### config.mk
export PLATFORM = sky130hd
export DESIGN_NAME = fifo_serializer
export DESIGN_NICKNAME = d
export VERILOG_FILES = /design/src/rtl/fifo_serializer.sv
export SDC_FILE = /design/constraint.sdc
export NUM_CORES = 1
export LEC_CHECK = 0
export BUFFER_PORTS_ARGS = -buffer_cell sky130_fd_sc_hd__clkbuf_2
export CAP_MARGIN = 5
export CORE_AREA = 2 2 49 56
export CTS_BUF_LIST = sky130_fd_sc_hd__clkbuf_16
export DETAILED_ROUTE_END_ITERATION = 7
export DIE_AREA = 0 0 51 58
export GPL_TIMING_DRIVEN = 1
export PLACE_DENSITY_LB_ADDON = 0.05
export SYNTH_ARGS = -nofsm -noshare
export SYNTH_HDL_FRONTEND = slang
export SYNTH_SLANG_ARGS = --single-unit
### constraint.sdc
create_clock -name clk -period 4.73 [get_ports clk]
set_input_delay 0.473 -clock clk [delete_from_list [all_inputs] [get_ports clk]]
set_output_delay 0.473 -clock clk [all_outputs]
set_load 0.02 [all_outputs]
### src/rtl/fifo_serializer.sv
// Purpose : drains a show-ahead FIFO and sends each word as a start/data/stop serial frame, LSB first.
// Latency : start bit begins the cycle after the pop; each frame lasts CLKS_PER_BIT*(WIDTH+2) cycles.
// Backpr. : pops only when a new frame can start (idle, or last stop cycle for back-to-back frames).
//
// Ports:
//   clk        - system clock, rising edge
//   rst_n      - asynchronous active-low reset
//   enable     - allows new frames to launch; a frame in flight always completes
//   fifo_empty - upstream FIFO empty flag
//   fifo_data  - upstream FIFO head word (valid while fifo_empty is low)
//   fifo_pop   - combinational pop, high only in a launch cycle
//   tx         - registered serial line, idles high
//   busy       - high while a frame is in START, DATA or STOP
//   word_done  - one-cycle pulse in the final cycle of each stop bit
module fifo_serializer #(
    parameter int WIDTH        = 8,
    parameter int CLKS_PER_BIT = 4
) (
    input  logic             clk,
    input  logic             rst_n,
    input  logic             enable,
    input  logic             fifo_empty,
    input  logic [WIDTH-1:0] fifo_data,
    output logic             fifo_pop,
    output logic             tx,
    output logic             busy,
    output logic             word_done
);

    // Counter widths; a single-cycle bit still needs a 1-bit counter.
    localparam int CW = (CLKS_PER_BIT > 1) ? $clog2(CLKS_PER_BIT) : 1;
    localparam int BW = $clog2(WIDTH + 1);

    localparam logic [CW-1:0] CLK_LAST = CW'(CLKS_PER_BIT - 1);
    localparam logic [BW-1:0] BIT_LAST = BW'(WIDTH - 1);

    typedef enum logic [1:0] {
        S_IDLE  = 2'd0,
        S_START = 2'd1,
        S_DATA  = 2'd2,
        S_STOP  = 2'd3
    } state_e;

    state_e           state_q,   state_d;
    logic [CW-1:0]    clk_cnt_q, clk_cnt_d;
    logic [BW-1:0]    bit_cnt_q, bit_cnt_d;
    logic [WIDTH-1:0] shreg_q,   shreg_d;
    logic             tx_q,      tx_d;

    logic             clk_last;
    logic             launch;

    assign clk_last = (clk_cnt_q == CLK_LAST);

    // A launch may only happen from IDLE or in the final stop cycle. The
    // rst_n term keeps the pop low while reset holds the FSM in IDLE.
    always_comb begin
        launch = 1'b0;
        if (rst_n && enable && !fifo_empty) begin
            if (state_q == S_IDLE) begin
                launch = 1'b1;
            end else if (state_q == S_STOP && clk_last) begin
                launch = 1'b1;
            end
        end
    end

    always_comb begin
        state_d   = state_q;
        clk_cnt_d = clk_cnt_q;
        bit_cnt_d = bit_cnt_q;
        shreg_d   = shreg_q;

        case (state_q)
            S_IDLE: begin
                clk_cnt_d = '0;
            end

            S_START: begin
                if (clk_last) begin
                    state_d   = S_DATA;
                    clk_cnt_d = '0;
                end else begin
                    clk_cnt_d = clk_cnt_q + CW'(1);
                end
            end

            S_DATA: begin
                if (clk_last) begin
                    clk_cnt_d = '0;
                    shreg_d   = shreg_q >> 1;
                    bit_cnt_d = bit_cnt_q + BW'(1);
                    if (bit_cnt_q == BIT_LAST) begin
                        state_d = S_STOP;
                    end
                end else begin
                    clk_cnt_d = clk_cnt_q + CW'(1);
                end
            end

            S_STOP: begin
                if (clk_last) begin
                    state_d   = S_IDLE;
                    clk_cnt_d = '0;
                end else begin
                    clk_cnt_d = clk_cnt_q + CW'(1);
                end
            end

            default: begin
                state_d = S_IDLE;
            end
        endcase

        // Launch overrides the per-state result; it is only ever true in
        // IDLE or in the last stop cycle, so it cannot cut a frame short.
        if (launch) begin
            state_d   = S_START;
            clk_cnt_d = '0;
            bit_cnt_d = '0;
            shreg_d   = fifo_data;
        end
    end

    // tx is computed from the next state so the flop always matches the
    // state it is registered alongside, with no combinational path to the pin.
    always_comb begin
        tx_d = 1'b1;
        case (state_d)
            S_START: tx_d = 1'b0;
            S_DATA:  tx_d = shreg_d[0];
            default: tx_d = 1'b1;
        endcase
    end

    always_ff @(posedge clk or negedge rst_n) begin
        if (!rst_n) begin
            state_q   <= S_IDLE;
            clk_cnt_q <= '0;
            bit_cnt_q <= '0;
            shreg_q   <= '0;
            tx_q      <= 1'b1;
        end else begin
            state_q   <= state_d;
            clk_cnt_q <= clk_cnt_d;
            bit_cnt_q <= bit_cnt_d;
            shreg_q   <= shreg_d;
            tx_q      <= tx_d;
        end
    end

    assign fifo_pop  = launch;
    assign tx        = tx_q;
    assign busy      = (state_q != S_IDLE);
    assign word_done = (state_q == S_STOP) && clk_last;

endmodule

==> impl_results.md <==
- Port Buffers: 15
- Largest net degree at the start of global routing: 19
- Final hold violation count: 0
- Post-route minimum period: 2.38 ns
- Clk sinks: 17
- P&R area growth vs syn: 19.8%
- Peak supply drop: 0.241 mV
- Pre-CTS setup slack: 2.39 ns
- Clk slew on worst S/H paths: 0.05 ns
- Layout cells sized above 1: 32.1%
- FF/Latch Area: 427 um2
- Clock tree buffer depth: 2
- Filler instances: 240
- Die height: 58 um
- Layout Nets: 99
- H-tree Lvls: 1
- Mapped Area: 805 um2
- Most used DFF post-synth: dfrtp_1
- Yosys warns: 0
- Via/cell ratio: 4.80
- Max Clk Rate: 421 MHz
- Crit-path cells: ha_1 > and3_4 > o2111a_1 > clkbuf_2
- Register area share after synthesis: 53.0%
- Async SR Flop Fraction: 100%
- Unrepaired setup endpoints after global routing: no
- Worst Hold Class: in2async
- Most frequent cell after synthesis: dfrtp_1
- Gates resized, CTS repair: 0
- Area of the multi-input gates: 325 um2
- Setup TNS: 0 ns
- Mapped Avg Cell Area: 11.7 um2
- Final WL: 1420 um
- Final cell utilization of the core: 40.1%
- Final setup viols: 0
- Io pins: 16
- Post-detail-place hpwl: 976 um
- Postcts setup bufs: 0
- First-pass GRT wire length: 2550 um
- Slew HR: 60.0%
- Worst R2R Setup Slack: 2.76 ns
- Post-Syn Nets: 83
- Worst Path Class, Setup: reg2out
- Initial antenna violation count: 0
- Vias in the first global route: 613
- Max-cap check violation count: 0
- Area leader, netlist: dfrtp_1
- RePlAce Congestion: 0.638
- Status: completed
- CP delay by family, top: compound AO/OA/AOI/OAI gates
- Post-synth EDFFs: 0
- Vias: 552
- Drt wl/cell: 12.3 um
- Total grt overflow: 0
- GRT Util Overall: 11.7%
- Worst-Skew Late Latency: 0.24 ns
- Setup WS post-layout: 2.35 ns
- Die width: 51 um
- Final Max Slew Viols: 0
- # diodes: 0
- Critical path startpoint category: register
- Drc violations: 0
- Worst path slowest cell: o2111a_1
- Synth top cells by count: dfrtp_1, nor2_1, a21o_1, a22o_2, inv_1
- CP max stage delay: 0.59 ns
- Clock root buffer: clkbuf_16
- CP max FO: 17
- Data required, critical path: 4.26 ns
- PwrDens: 607 nW/um2
- Top cell type's share of synthesized area: 49.8%
- Starting density of the core: 33.5%
- Cts hold-fix bufs: 0
- Post-DRT Antenna Nets: 0
- TritonCTS Buffers: 3
- TritonRoute pass-1 iters: 3
- Least-Margin Pin Slew: 0.600 ns
- Std cell rows: 19
- Die ar.: 2960 um2
- Final cycle utilization of the critical path: 50.2%
- CTS tree: done
- DRT iter0 DRCs: 14
- Worst EP arrival: 1.90 ns
- Mapped Cells: 69
- Yosys reg bits: 17
- Crit end category: primary output
- Setup Skew: 0.00176 ns
- Leak: 0.504 nW
- CORE AREA: 2400 um2
- Worst Path Buf+Inv: 1
- Ranking of synthesized cells by area: dfrtp_1, a22o_2, a21o_1
- Synth cell types: 26
cells by family after synthesis:
logic type | synth area share [%]
AO/OA/AOI/OAI | 16.3
XOR/XNOR | 4.36
adder cells (fa/ha/maj) | 3.11
buffers and inverters | 6.53
flip-flops | 53.0
multiplexers | 4.98
AND/OR/NAND/NOR | 11.7
power breakdown:
part	internal (W)	total (W)	switching [W]
Combinational	0.0000794	0.000161	0.0000818
Clock	0.000112	0.000164	0.0000523
Sequential	0.000216	0.000259	0.0000429
Total	0.000408	0.000585	0.000177
stage by stage:
| step | instance area [um2] | hold WS, ns | std cells | total power, W |
|---|---|---|---|---|
| after floorplan | 805 | 0.177 | 69 | 0.000384 |
| after global placement | 885 | 0.429 | 111 | 0.000424 |
| after detailed placement | 885 | 0.436 | 111 | 0.000425 |
| after CTS | 963 | 0.190 | 115 | 0.000595 |
| after global routing | 963 | 0.205 | 115 | 0.000631 |
| final | 963 | 0.167 | 115 | 0.000585 |
placed cells by master (no fill, tap or decap), types with 3 or more instances in the layout:
cell	instances
nor2_1	7
dfrtp_1	16
a22o_2	5
clkbuf_16	3
clkbuf_2	15
mux2i_1	4
a21o_1	6
nand2_1	4
xor2_1	3
inv_1	6
registers in the layout, summed over array words and instances, names as in the netlist:
name,cells
bit_cnt_q,4
shreg_q,8
clk_cnt_q,2
tx,1
state_q,2
final cells by class:
class / instances / share of cell area (%)
multi-input cells: 43 / 33.8
well taps: 31 / 4.03
clock buffers: 3 / 7.79
clock inverters: 1 / 0.390
repair buffers: 15 / 7.79
flip-flops and latches: 17 / 44.3
inverters: 5 / 1.95
layer usage:
metal  routed length, um  vias up  track usage (%)
met4                  16        0             6.95
met1                 604      266             12.3
met3                  67        2             3.35
met5                   0        -                0
met2                 728       14             20.6
li1                    -      270                -
worst paths after layout:
kind | to | start | depth (start not counted)
max | fifo_pop | clk_cnt_q[0] | 4
min | clk_cnt_q[0] | rst_n | 1
max reg2reg | shreg_q[6] | clk_cnt_q[0] | 5
min reg2reg | clk_cnt_q[0] | clk_cnt_q[0] | 1
max in group asynchronous | tx | rst_n | 1
min in group clk | clk_cnt_q[0] | clk_cnt_q[0] | 1
No activity file was read; power rests on OpenSTA's default activity.
